### config.mk
export PLATFORM = sky130hd
export DESIGN_NAME = mini_dmem_arb
export DESIGN_NICKNAME = d
export VERILOG_FILES = /design/src/rtl/mini_dmem_arb_pkg.sv /design/src/rtl/mini_dmem_arb_rsp_fifo.sv /design/src/rtl/mini_dmem_arb.sv
export SDC_FILE = /design/constraint.sdc
export NUM_CORES = 1
export LEC_CHECK = 0
export ABC_AREA = 0
export BUFFER_PORTS_ARGS = -buffer_cell sky130_fd_sc_hd__buf_4
export CORE_AREA = 5 5 124 126
export DETAILED_ROUTE_END_ITERATION = 8
export DIE_AREA = 0 0 129 131
export GPL_ROUTABILITY_DRIVEN = 1
export GPL_TIMING_DRIVEN = 0
export HOLD_SLACK_MARGIN = 0.02
export PLACE_DENSITY = 0.72
export SETUP_SLACK_MARGIN = 0.15
export SYNTH_ARGS = -nofsm -noshare
export SYNTH_HDL_FRONTEND = slang
export SYNTH_HIERARCHICAL = 1
export SYNTH_SLANG_ARGS = --single-unit
### constraint.sdc
create_clock -name Clock -period 2.9 [get_ports Clock]
set_input_delay 0.58 -clock Clock [delete_from_list [all_inputs] [get_ports Clock]]
set_output_delay 0.58 -clock Clock [all_outputs]
set_load 0.01 [all_outputs]
### src/rtl/mini_dmem_arb_pkg.sv
// ============================================================================
// mini_dmem_arb_pkg : shared D_MEM request types, address map and constants
// Rev 1.0
// ============================================================================
`default_nettype none

package mini_dmem_arb_pkg;

  typedef enum logic {
    DMEM_RD = 1'b0,
    DMEM_WR = 1'b1
  } t_dmem_op;

  typedef logic [7:0] t_tile_id;

  typedef struct packed {
    logic        valid;
    t_dmem_op    op;
    logic [31:0] addr;
    logic [31:0] wrdata;
    logic [3:0]  byteen;
    t_tile_id    id;
  } t_dmem_req;

  typedef enum logic {
    SRC_CORE = 1'b0,
    SRC_FAB  = 1'b1
  } t_rd_src;

  typedef struct packed {
    logic     valid;
    t_rd_src  src;
    t_tile_id id;
    logic     oor;
  } t_rd_tag;

  localparam logic [31:0] DEAD_DATA         = 32'hDEAD_BEEF;
  localparam logic [31:0] D_MEM_OFFSET_MINI = 32'h0000_0000;
  localparam logic [31:0] D_MEM_MSB_MINI    = 32'h0000_3FFF;

  function automatic logic addr_in_range(input logic [31:0] addr,
                                         input logic [31:0] lo,
                                         input logic [31:0] hi);
    return (addr >= lo) && (addr <= hi);
  endfunction

endpackage

`default_nettype wire

### src/rtl/mini_dmem_arb_rsp_fifo.sv
// ============================================================================
// mini_dmem_rsp_fifo : synchronous {id, data} FIFO for fabric read responses
// Rev 1.0
// ============================================================================
`default_nettype none

module mini_dmem_rsp_fifo #(
  parameter int DATA_W = 32,
  parameter int ID_W   = 8,
  parameter int DEPTH  = 2,
  localparam int PTR_W = $clog2(DEPTH),
  localparam int CNT_W = PTR_W + 1
) (
  input  logic              clk,
  input  logic              rst_n,
  input  logic              push,
  input  logic [ID_W-1:0]   push_id,
  input  logic [DATA_W-1:0] push_data,
  input  logic              pop,
  output logic [ID_W-1:0]   head_id,
  output logic [DATA_W-1:0] head_data,
  output logic [CNT_W-1:0]  count,
  output logic              full,
  output logic              empty
);

  logic [ID_W+DATA_W-1:0] mem_q [DEPTH];
  logic [PTR_W-1:0]       wr_ptr;
  logic [PTR_W-1:0]       rd_ptr;
  logic [CNT_W-1:0]       count_q;
  logic                   do_push;
  logic                   do_pop;

  assign full    = (count_q == CNT_W'(DEPTH));
  assign empty   = (count_q == '0);
  assign do_push = push && !full;
  assign do_pop  = pop && !empty;

  always_ff @(posedge clk) begin
    if (do_push) begin
      mem_q[wr_ptr] <= {push_id, push_data};
    end
  end

  always_ff @(posedge clk) begin
    if (!rst_n) begin
      wr_ptr  <= '0;
      rd_ptr  <= '0;
      count_q <= '0;
    end else begin
      if (do_push) wr_ptr <= wr_ptr + 1'b1;
      if (do_pop)  rd_ptr <= rd_ptr + 1'b1;
      unique case ({do_push, do_pop})
        2'b10:   count_q <= count_q + 1'b1;
        2'b01:   count_q <= count_q - 1'b1;
        default: count_q <= count_q;
      endcase
    end
  end

  assign count     = count_q;
  assign head_id   = mem_q[rd_ptr][ID_W+DATA_W-1:DATA_W];
  assign head_data = mem_q[rd_ptr][DATA_W-1:0];

endmodule

`default_nettype wire

### src/rtl/mini_dmem_arb.sv
// ============================================================================
// mini_dmem_arb : shares the D_MEM port between core and fabric requesters
// Rev 1.0
// ============================================================================
`default_nettype none

module mini_dmem_arb
  import mini_dmem_arb_pkg::*;
#(
  parameter int               ADDR_W       = 32,
  parameter int               DATA_W       = 32,
  parameter logic [ADDR_W-1:0] D_MEM_LSB   = ADDR_W'(D_MEM_OFFSET_MINI),
  parameter logic [ADDR_W-1:0] D_MEM_MSB   = ADDR_W'(D_MEM_MSB_MINI),
  parameter int               STARVE_LIMIT = 4,
  parameter int               RSP_DEPTH    = 2
) (
  input  logic              Clock,
  input  logic              Rst,
  input  logic              CoreReqValid,
  input  logic              CoreWrEn,
  input  logic [ADDR_W-1:0] CoreAddr,
  input  logic [DATA_W-1:0] CoreWrData,
  input  logic [3:0]        CoreByteEn,
  output logic              CoreStall,
  output logic              CoreRdValid,
  output logic [DATA_W-1:0] CoreRdData,
  input  logic              FabReqValid,
  input  logic              FabReqOpcode,
  input  logic [ADDR_W-1:0] FabAddr,
  input  logic [DATA_W-1:0] FabWrData,
  input  logic [3:0]        FabByteEn,
  input  logic [7:0]        FabReqId,
  output logic              FabReqReady,
  output logic              FabRspValid,
  output logic [DATA_W-1:0] FabRspData,
  output logic [7:0]        FabRspId,
  input  logic              FabRspReady,
  output logic              MemRdEn,
  output logic              MemWrEn,
  output logic [ADDR_W-1:0] MemAddr,
  output logic [DATA_W-1:0] MemWrData,
  output logic [3:0]        MemByteEn,
  input  logic [DATA_W-1:0] MemRdData
);

  localparam int               CNT_W      = $clog2(RSP_DEPTH) + 1;
  localparam int               STV_W      = 4;
  localparam logic [STV_W-1:0] STARVE_MAX = STV_W'(STARVE_LIMIT);

  t_dmem_req         core_req;
  t_dmem_req         fab_req;
  t_dmem_req         mem_req;
  t_rd_tag           tag_q;
  t_rd_tag           tag_d;
  logic [STV_W-1:0]  starve_q;
  logic [CNT_W-1:0]  rsp_count;
  logic [CNT_W-1:0]  inflight;
  logic              rsp_push;
  logic              rsp_pop;
  logic              rsp_full;
  logic              rsp_empty;
  t_tile_id          rsp_head_id;
  logic [DATA_W-1:0] rsp_head_data;
  logic [DATA_W-1:0] rd_data;
  logic              credit_ok;
  logic              fab_eligible;
  logic              fab_grant;
  logic              core_grant;
  logic              req_oor;

  // At most one fabric read can be in the tag stage, so in-flight is 0 or 1.
  assign inflight     = CNT_W'(tag_q.valid && (tag_q.src == SRC_FAB));
  assign credit_ok    = !rsp_full && ((rsp_count + inflight) < CNT_W'(RSP_DEPTH));
  assign fab_eligible = Rst && FabReqValid &&
                        ((t_dmem_op'(FabReqOpcode) == DMEM_WR) || credit_ok);
  assign fab_grant    = fab_eligible && (!CoreReqValid || (starve_q == STARVE_MAX));
  assign core_grant   = Rst && CoreReqValid && !fab_grant;

  always_comb begin
    core_req        = '0;
    core_req.valid  = core_grant;
    core_req.op     = CoreWrEn ? DMEM_WR : DMEM_RD;
    core_req.addr   = CoreAddr;
    core_req.wrdata = CoreWrData;
    core_req.byteen = CoreByteEn;

    fab_req         = '0;
    fab_req.valid   = fab_grant;
    fab_req.op      = t_dmem_op'(FabReqOpcode);
    fab_req.addr    = FabAddr;
    fab_req.wrdata  = FabWrData;
    fab_req.byteen  = FabByteEn;
    fab_req.id      = FabReqId;

    mem_req         = fab_grant ? fab_req : core_req;
  end

  assign req_oor   = !addr_in_range(mem_req.addr, D_MEM_LSB, D_MEM_MSB);
  assign MemRdEn   = mem_req.valid && (mem_req.op == DMEM_RD) && !req_oor;
  assign MemWrEn   = mem_req.valid && (mem_req.op == DMEM_WR) && !req_oor;
  assign MemAddr   = mem_req.addr;
  assign MemWrData = mem_req.wrdata;
  assign MemByteEn = mem_req.byteen;

  assign CoreStall   = CoreReqValid && fab_grant;
  assign FabReqReady = fab_grant;

  // Out-of-range reads still get a tag so the requester sees a response.
  always_comb begin
    tag_d       = '0;
    tag_d.valid = mem_req.valid && (mem_req.op == DMEM_RD);
    tag_d.src   = fab_grant ? SRC_FAB : SRC_CORE;
    tag_d.id    = mem_req.id;
    tag_d.oor   = req_oor;
  end

  always_ff @(posedge Clock) begin
    if (!Rst) begin
      tag_q <= '0;
    end else begin
      tag_q <= tag_d;
    end
  end

  always_ff @(posedge Clock) begin
    if (!Rst) begin
      starve_q <= '0;
    end else if (!FabReqValid || fab_grant) begin
      starve_q <= '0;
    end else if (fab_eligible && core_grant && (starve_q != STARVE_MAX)) begin
      starve_q <= starve_q + 1'b1;
    end
  end

  assign rd_data     = tag_q.oor ? DATA_W'(DEAD_DATA) : MemRdData;
  assign CoreRdValid = tag_q.valid && (tag_q.src == SRC_CORE);
  assign CoreRdData  = CoreRdValid ? rd_data : '0;
  assign rsp_push    = tag_q.valid && (tag_q.src == SRC_FAB);
  assign rsp_pop     = FabRspReady && !rsp_empty;

  mini_dmem_rsp_fifo #(
    .DATA_W (DATA_W),
    .ID_W   (8),
    .DEPTH  (RSP_DEPTH)
  ) u_rsp_fifo (
    .clk       (Clock),
    .rst_n     (Rst),
    .push      (rsp_push),
    .push_id   (tag_q.id),
    .push_data (rd_data),
    .pop       (rsp_pop),
    .head_id   (rsp_head_id),
    .head_data (rsp_head_data),
    .count     (rsp_count),
    .full      (rsp_full),
    .empty     (rsp_empty)
  );

  assign FabRspValid = !rsp_empty;
  assign FabRspData  = rsp_empty ? '0 : rsp_head_data;
  assign FabRspId    = rsp_empty ? '0 : rsp_head_id;

endmodule

`default_nettype wire

==> results by stage, run 1 <==
Status:
- The flow ran to the end, and the final reports show no timing, DRC or antenna violations.

CTS:
- The clock transition at the registers of the reported paths is 0.07 ns.
- The number of buffers between clock root and the deepest sink is 2.
- The clock tree from TritonCTS is yes.
- Counting the buffers created by CTS gives 9.
- The number of sinks handled by clock tree synthesis is 100.
- The root buffer cell chosen for the clock tree is sky130_fd_sc_hd__clkbuf_16.
- The H-tree was split into 3 levels.
- For the worst-skew pair, the clock arrives at the later sink with an insertion delay of 0.34 ns.

Yosys:
- Synthesis produced 425 cells.
- In the synthesized netlist the async set-or-reset flop fraction comes to 0.
- The synthesized design contains 100 register bits.
- The total standard cell area after synthesis is 5410 um^2.
- The average instance in the mapped netlist occupies 12.7 um^2.
- The count of synthesis-stage warnings from yosys is 6.
- The number of different library cells used by synthesis comes to 40.
- The share of the Yosys chip area taken by registers is 0.519.
- Among all flip-flop cells after synthesis, the most frequent one is sky130_fd_sc_hd__edfxtp_1.
- The count of flip-flops with a built-in enable after synthesis is 80.
- The net count after synthesis is 611.

Timing:
- The number of hold-slack violations in the final timing report was 0.
- The max-slew headroom at the worst pin is 0.384.
- The setup total negative slack is 0 ns.
- Of the available clock period, the critical path in the final layout requires 0.959.
- The setup-violating endpoint count in the final report is 0.
- Setup repair after global routing could not meet its margin everywhere.
- The final worst-path setup slack is 0.120 ns.
- The final critical delay including setup and external delays is 2.78 ns.
- The highest clock frequency the design can meet is 360 MHz.
- At the pin with the least slew margin, the transition time is 0.923 ns.
- The number of max-slew violations in the final report came to 0.
- The post-route clock skew is 0.00580 ns.

Floorplanning:
- The initial standard-cell utilization of the core is 0.381.
- During I/O placement, the number of pins put on the boundary was 329.
- The die is 131 um tall.
- The floorplan step defined a die boundary enclosing 16900 um^2.
- The region available for standard cell placement spans 14200 um^2.
- The horizontal die dimension is 129 um.
- The number of cell rows is 44.

Placed design:
- The post-DP HPWL is 16100 um.
- Including well taps, the total number of placed cells is 938.
- Timing analysis after detailed placement gives a worst setup slack of 0.0405 ns.
- The placer congestion estimate is 0.885.
- Input and output buffers added on the ports amount to 328.

Layout:
- The final layout net count is 967.
- The area overhead of the layout relative to synthesis is 64.8%.
- The number of antenna cells inserted is 0.
- Excluding fillers, the count of instances in the completed layout stands at 970.
- The share of cells above drive strength 1 is 0.658.

Power and ir drop:
- Of the total power, the share spent switching nets is 0.240.
- Of the total power, the clock network draws 0.331.
- The combinational power share is 0.209.
- The internal power of the cells is 2.58 mW.
- In this run the power density over the cells is 381 nW/um^2.
- The maximum ir drop on the vdd rail is 0.260 mV.
- For this design the total switching power over the nets is 0.815 mW.
- The analysis attributes to cell leakage a power of 3.85 nW.
- The share of total power dissipated in sequential elements is 0.461.
- After layout, the design draws a total of 3.39 mW.

Route:
- The number of nets with antenna violations after detailed routing is 0.
- The post-detailed-route DRC marker count is 0.
- For this block, the initial DRC count from the detailed router was 273.
- Using the TritonRoute via totals, the vias-per-cell ratio works out to 4.90.
- For this run, the detailed router's first-pass iteration total came to 4.
- The post-detailed-route wirelength per cell is 20.9 um.
- After detailed routing, the total wire length is 20200 um.
- For this block, the via count after detailed routing is 4755.

Global route:
- The initial antenna violation count came to 1.
- The first global-routing pass estimated 27700 um of wire.
- The number of global-route vias before repair was 4922.
- Entering global routing, the biggest net connects 41 pins.
- Across every metal layer, demand over resource in global routing totals 0.219.
- After global routing the overflow that remains totals 0.

Critical path:
- The peak fanout along the critical path is 6.
- At the worst endpoint, the arrival time is 2.20 ns.
- The critical path class is register to output port.
- STA classifies the critical path startpoint as a register.
- The worst setup path is captured at an output port.
- The required arrival time at the worst endpoint is 2.32 ns.

Run:
- The number of violations of the max-capacitance limit is 0.

Worst hold path:
- The worst min-delay path class is register to register.
==> worst paths after layout <==
path,from,endpoint,slack (ns),cells past startpoint
worst max-delay path,u_rsp_fifo/count[0]$_SDFFE_PN0P_,MemAddr[31],0.12,9
worst min-delay path,tag_q[8]$_SDFF_PN0_,u_rsp_fifo/mem_q[1][39]$_DFFE_PP_,0.43,0
worst max register to register,u_rsp_fifo/count[0]$_SDFFE_PN0P_,u_rsp_fifo/count[1]$_SDFFE_PN0P_,0.37,8
worst min register to register,tag_q[8]$_SDFF_PN0_,u_rsp_fifo/mem_q[1][39]$_DFFE_PP_,0.43,0
==> critical path, cell delays in order (launching register included) <==
cell and delay, ns:
sky130_fd_sc_hd__dfxtp_4 0.35, sky130_fd_sc_hd__buf_6 0.13, sky130_fd_sc_hd__and3_4 0.18, sky130_fd_sc_hd__a211o_1 0.26
sky130_fd_sc_hd__buf_6 0.14, sky130_fd_sc_hd__nand2_8 0.12, sky130_fd_sc_hd__clkinv_8 0.08, sky130_fd_sc_hd__clkbuf_16 0.17
sky130_fd_sc_hd__mux2_4 0.30, sky130_fd_sc_hd__buf_6 0.12
==> what timing repair did <==
| action | CTS | global route |
|---|---|---|
| gates cloned | 0 | 4 |
| resized for setup | 13 | 70 |
| buffers inserted | 6 | 7 |
| endpoints found under the setup margin | 72 | 70 |
| hold buffers | 0 | 0 |
| pin swaps | 4 | 4 |
==> layout make-up <==
type / count / area, um^2
Clock inverter: 7 / 58.8
Tap cell: 184 / 230
Fill cell: 1189 / 5300
Buffer: 22 / 169
Inverter: 9 / 48.8
Sequential cell: 100 / 2810
Clock buffer: 9 / 225
Timing Repair Buffer: 345 / 2780
Multi-Input combinational cell: 294 / 2580
==> power by group through the flow <==
stage,sequential [mW],combinational [mW],clock (mW)
floorplan,1.59,0.230,0
global placement,1.59,0.633,0
detailed placement,1.60,0.642,0
CTS,1.56,0.654,1.14
global route,1.56,0.745,1.21
finish,1.56,0.708,1.12
==> cells in the final DEF, fill, tap and decap left out, drive strengths merged <==
| master | count |
|---|---|
| clkinvlp | 1 |
| dfxtp | 20 |
| nand2b | 2 |
| a211o | 2 |
| a311oi | 1 |
| mux2 | 108 |
| nor2b | 84 |
| o41ai | 1 |
| nand2 | 7 |
| o21a | 1 |
| or3 | 2 |
| nor3 | 1 |
| inv | 10 |
| a211oi | 2 |
| buf | 353 |
| nand4b | 1 |
| clkbuf | 23 |
| xnor2 | 3 |
| a21boi | 2 |
| nor4 | 7 |
| and3 | 13 |
| nand4 | 3 |
| ha | 3 |
| edfxtp | 80 |
| a21oi | 5 |
| and2 | 4 |
| or2 | 25 |
| clkinv | 5 |
| nand3 | 5 |
| or4 | 2 |
| o21ai | 3 |
| a21bo | 1 |
| a2bb2oi | 1 |
| nor2 | 3 |
| nand3b | 2 |
==> per-layer routing <==
layer  vias up  track usage  part of all wire
met5         -            0           0.00054
met4         2       0.0784             0.030
met3        45       0.0764             0.096
met2       230        0.386              0.52
met1      2227        0.245              0.35
li1       2251            -                 -
==> synth_stat cells, types with 4 or more instances <==
master | n | area, um^2
sky130_fd_sc_hd__mux2_2 | 98 | 1100
sky130_fd_sc_hd__nor2b_1 | 84 | 526
sky130_fd_sc_hd__edfxtp_1 | 80 | 2400
sky130_fd_sc_hd__or2_2 | 25 | 156
sky130_fd_sc_hd__dfxtp_1 | 20 | 400
sky130_fd_sc_hd__and3_1 | 13 | 81.3
sky130_fd_sc_hd__clkbuf_1 | 12 | 45.0
sky130_fd_sc_hd__mux2_1 | 10 | 113
sky130_fd_sc_hd__buf_6 | 7 | 78.8
sky130_fd_sc_hd__inv_1 | 7 | 26.3
sky130_fd_sc_hd__nor4_1 | 7 | 43.8
sky130_fd_sc_hd__nand2_1 | 5 | 18.8
sky130_fd_sc_hd__nand3_1 | 5 | 25.0
sky130_fd_sc_hd__a21oi_1 | 4 | 20.0
sky130_fd_sc_hd__and2_1 | 4 | 25.0
sky130_fd_sc_hd__buf_2 | 4 | 20.0
==> kinds of logic after synthesis <==
family                   after synthesis  share of synthesized area
flip-flops                           100                      0.519
XOR/XNOR                               3                    0.00486
adder cells (fa/ha/maj)                3                    0.00695
AO/OA/AOI/OAI                         19                     0.0264
AND/OR/NAND/NOR                      160                      0.184
buffers and inverters                 32                     0.0338
multiplexers                         108                      0.225
==> state kept, by name, summed over array words and instances, names as in the netlist, named ones only <==
register,flops
u_rsp_fifo/count,2
u_rsp_fifo/wr_ptr,1
u_rsp_fifo/mem_q,80
u_rsp_fifo/rd_ptr,1
starve_q,4
tag_q,11
==> per-stage QoR <==
stage	util	area [um^2]	hold slack (ns)
floorplan	-	5410	0.404
global placement	0.570	8100	0.405
detailed placement	0.572	8130	0.414
CTS	0.599	8510	0.430
global route	0.627	8910	0.441
finish	0.627	8910	0.431
No activity file was read; power rests on OpenSTA's default activity.
==> run 2, diff against run 1 <==
--- a/config.mk
+++ b/config.mk
@@ -5,11 +5,11 @@
 export SDC_FILE = /design/constraint.sdc
 export NUM_CORES = 1
 export LEC_CHECK = 0
-export ABC_AREA = 0
+export ABC_AREA = 1
 export BUFFER_PORTS_ARGS = -buffer_cell sky130_fd_sc_hd__buf_4
-export CORE_AREA = 5 5 124 126
+export CORE_AREA = 5 5 126 128
 export DETAILED_ROUTE_END_ITERATION = 8
-export DIE_AREA = 0 0 129 131
+export DIE_AREA = 0 0 131 133
 export GPL_ROUTABILITY_DRIVEN = 1
 export GPL_TIMING_DRIVEN = 0
 export HOLD_SLACK_MARGIN = 0.02
==> results by stage, run 2 <==
Yosys:
- Yosys attributes the largest share of cell area to sky130_fd_sc_hd__edfxtp_1 (42%), sky130_fd_sc_hd__nand2_1 (16%), sky130_fd_sc_hd__inv_1 (10%), sky130_fd_sc_hd__mux2_2 (7.9%), sky130_fd_sc_hd__dfxtp_1 (7.0%).
- The number of standard cells after synthesis was 727 (+71%).
- The count of flip-flops with a built-in enable after synthesis is 80 (unchanged).
- The share of the synthesized area in the top cell type came to 0.420 (-0.0240).
- The cell type contributing the most total cell area after synthesis is sky130_fd_sc_hd__edfxtp_1.
- The total standard cell area after synthesis was 5710 um^2 (+5.7%).
- The count of synthesis-stage warnings from yosys came to 6 (unchanged).
- The per-instance average area after synthesis came to 7.86 um^2 (-38%).
- The flip-flop and latch count after synthesis is 100 (unchanged).
- The net count after synthesis is 913 (+49%).
- The primary flip-flop cell chosen by synthesis mapping is sky130_fd_sc_hd__edfxtp_1.
- Counting instances in the post-synthesis netlist gives the leading cell types as sky130_fd_sc_hd__nand2_1 (238), sky130_fd_sc_hd__inv_1 (152), sky130_fd_sc_hd__edfxtp_1 (80), sky130_fd_sc_hd__nor2_1 (80), sky130_fd_sc_hd__mux2_2 (40).
- The fraction of synthesis flops using an asynchronous set or reset pin is 0 (unchanged).
- The most frequently used cell type in the post-synthesis netlist is sky130_fd_sc_hd__nand2_1.
- The sequential element share of the synthesized area is 0.490 (-0.0280).
- The post-synthesis cell type count is 27 (-33%).

Layout:
- The number of antenna cells inserted was 0 (unchanged).
- The final cell area excluding filler cells was 8900 um^2 (about the same).
- The register bank with the most flops is u_rsp_fifo/mem_q.
- The largest registers in the layout are u_rsp_fifo/mem_q (80), tag_q (11), starve_q (4).
- The share of cells above drive strength 1 came to 0.416 (-0.242).
- Relative to the synthesized area, the layout overhead comes to 55.8%.
- The leading cell type in the layout, fill and taps excluded is sky130_fd_sc_hd__buf_4.
- The utilization after layout is 0.603 (-0.0235).
- The number of flip-flops under the largest register name is 80 (unchanged).
- The final layout net count is 1265 (+31%).
- The top cell types in the final layout, fill and taps aside, are sky130_fd_sc_hd__buf_4 (335), sky130_fd_sc_hd__nand2_1 (235), sky130_fd_sc_hd__inv_1 (147).

Route:
- The number of vias per cell is 4.55 (-7.3%).
- The post-detailed-route wirelength per cell is 15.9 um (-24%).
- The number of nets with antenna violations after detailed routing is 0 (unchanged).
- The number of DRC markers in iteration 0 is 356 (+30%).
- The post-detailed-route DRC marker count is 0 (unchanged).
- The number of search-and-repair iterations in the first detailed-routing pass came to 5 (+1).
- The count of vias placed by the detailed router is 5783 (+22%).
- The wire length after detailed routing is 20300 um (+0.25%).

CTS:
- The number of sinks handled by clock tree synthesis is 100 (unchanged).
- The master cell of the clock root buffer is sky130_fd_sc_hd__clkbuf_16.
- The number of buffers inserted during clock tree synthesis is 9 (unchanged).
- The clock tree from TritonCTS is yes.
- The clock latency reported for the late side of the worst-skew pair came to 0.34 ns (about the same).
- The cts-stage hold buffer count is 0 (unchanged).
- The clock transition at the registers of the reported paths was 0.06 ns (about the same).
- The count of H-tree levels built during CTS is 3 (unchanged).
- The number of buffers between clock root and the deepest sink is 2 (unchanged).

Run:
- The number of violations of the max-capacitance limit was 0 (unchanged).

Global route:
- The global-route usage over all layers was 0.223 (+0.00454).
- The final global-route overflow total was 0 (unchanged).
- The largest net degree at the start of global routing came to 41 (unchanged).
- The number of global-route vias before repair is 5625 (+14%).
- The initial antenna violation count is 0 (-1).
- The global-route wire length before repair came to 29600 um (+7.0%).

Critical path:
- The maximum single-stage delay on the critical path came to 0.32 ns (-0.03 ns).
- The required arrival time at the worst endpoint is 2.32 ns (about the same).
- The family with the most delay on the worst path is simple AND/OR/NAND/NOR gates.
- The number of buffer and inverter instances along the worst setup path is 3 (-2).
- Traced cell by cell, the critical path runs through inv_1, ha_2, nand2_2, nand2_4, buf_12, nand3_2, o21ai_2, nand2_1, nor2_2, nand2_2, nor3_2, buf_4.
- The library cell appearing most often on the critical path is sky130_fd_sc_hd__nand2_2.
- The cell depth of the worst flop-to-flop path is 14 (+6).
- The worst setup path is launched from a register.
- The slowest stage cell on the critical path is sky130_fd_sc_hd__dfxtp_2.
- The critical path capture point type is an output port.
- By startpoint and endpoint, the worst setup path is classified as register to output port.
- The data arrival time at the worst-slack endpoint is 2.14 ns (-0.06 ns).
- The instance count on the critical path is 12 (+3).
- The peak fanout along the critical path is 5 (-1).

Power and ir drop:
- The leakage power total is 4.72 nW (+23%).
- The internal power of the cells came to 2.51 mW (-2.7%).
- The proportion of total power due to net switching is 0.250 (+0.00929).
- The net load switching power came to 0.833 mW (+2.3%).
- The power per unit of standard cell area is 375 nW/um^2 (-1.5%).
- The combinational power share came to 0.212 (+0.003).
- The share of power burned in registers is 0.468 (+0.007).
- The proportion of power drawn by the clock network is 0.320 (-0.011).
- The maximum ir drop on the vdd rail is 0.236 mV (-9.2%).

Placed design:
- The post-place setup slack is 0.0943 ns (+0.0538 ns).
- The number of buffers inserted by port buffering is 328 (unchanged).
- The post-DP HPWL is 16400 um (+1.9%).
- The placement-stage cell area was 8470 um^2 (+4.2%).
- The placer congestion estimate came to 0.910 (+2.8%).

Timing:
- The setup total negative slack is 0 ns (unchanged).
- The post-route clock skew is 0.00791 ns (+0.00211 ns).
- Setup repair after global routing could not meet its margin everywhere.
- The final cycle utilization of the critical path is 0.938 (-0.0210).
- The final critical delay including setup and external delays is 2.72 ns (-0.0610 ns).
- The max-slew headroom at the worst pin is 0.557 (+0.173).
- The highest clock frequency the design can meet is 368 MHz (+2.2%).
- The transition time at the pin with the least slew margin is 0.664 ns (-0.258 ns).
- The minimum hold slack was 0.427 ns (-0.00424 ns).
- The number of max-slew violations in the final report is 0 (unchanged).
- The setup-violating endpoint count in the final report is 0 (unchanged).
- The number of hold-slack violations in the final timing report came to 0 (unchanged).
- The final worst-path setup slack came to 0.181 ns (+0.0610 ns).

Worst hold path:
- The depth of the worst hold-timing path is 0 (unchanged).
- The worst min-delay path class is register to register.

Status:
- The run finished with clean final reports.

Floorplanning:
- The initial standard-cell utilization of the core is 0.387 (+0.00681).
- The I/O pin count is 329 (unchanged).
- The core box area is 14800 um^2 (+3.9%).
- The die height was 133 um (+1.5%).
- The number of cell rows is 45 (+2.3%).
- The area of the die is 17400 um^2 (+3.1%).
- The horizontal die dimension was 131 um (+1.6%).
==> run 2: timing repair <==
action,CTS,global route
endpoints found under the setup margin,41,36
setup buffers,1,7
pin swaps,1,9
resized for setup,11,27
cloned,2,1
==> run 2: path summary, 6_finish.rpt <==
check	from	to	slack, ns
max	starve_q[1]$_SDFFE_PP0P_	MemRdEn	0.18
max reg2reg	u_rsp_fifo/count[0]$_SDFFE_PN0P_	u_rsp_fifo/count[1]$_SDFFE_PN0P_	0.69
min	tag_q[3]$_SDFF_PN0_	u_rsp_fifo/mem_q[1][34]$_DFFE_PP_	0.43
min reg2reg	tag_q[3]$_SDFF_PN0_	u_rsp_fifo/mem_q[1][34]$_DFFE_PP_	0.43
==> run 2: cell families (layout without fill, tap and decap cells) <==
group | after synthesis | count (layout) | synth area share
simple gates | 361 | 363 | 0.259
buf+inv | 190 | 545 | 0.137
flops | 100 | 100 | 0.490
mux | 40 | 40 | 0.0788
compound gates | 33 | 33 | 0.0289
fa+ha+maj | 3 | 3 | 0.00657
==> run 2: power groups by stage <==
stage | clock network, mW | registers (mW) | logic, mW
floorplan | 0 | 1.59 | 0.262
global placement | 0 | 1.59 | 0.686
detailed placement | 0 | 1.59 | 0.694
CTS | 1.09 | 1.56 | 0.701
global route | 1.17 | 1.56 | 0.767
finish | 1.07 | 1.56 | 0.708
==> run 2: area by class of cell <==
class	instances	area [um^2]
fill	1385	5850
sequential	100	2810
timing repair buffer	339	2590
multi-input combinational	439	2190
inverter	155	584
tap	188	235
clock buffer	10	229
buffer	35	223
clock inverter	6	40.0
==> run 2: metal layers <==
layer	track usage	wire, um	up-vias
li1	-	-	2930
met1	0.251	7340	2568
met2	0.381	10100	244
met3	0.0702	2090	41
met4	0.100	721	0
met5	0	0	-
==> run 2: through the flow <==
step / std cells / power, mW
finish: 1272 / 3.34
global route: 1272 / 3.50
CTS: 1264 / 3.36
detailed placement: 1245 / 2.29
global placement: 1243 / 2.28
floorplan: 727 / 1.85
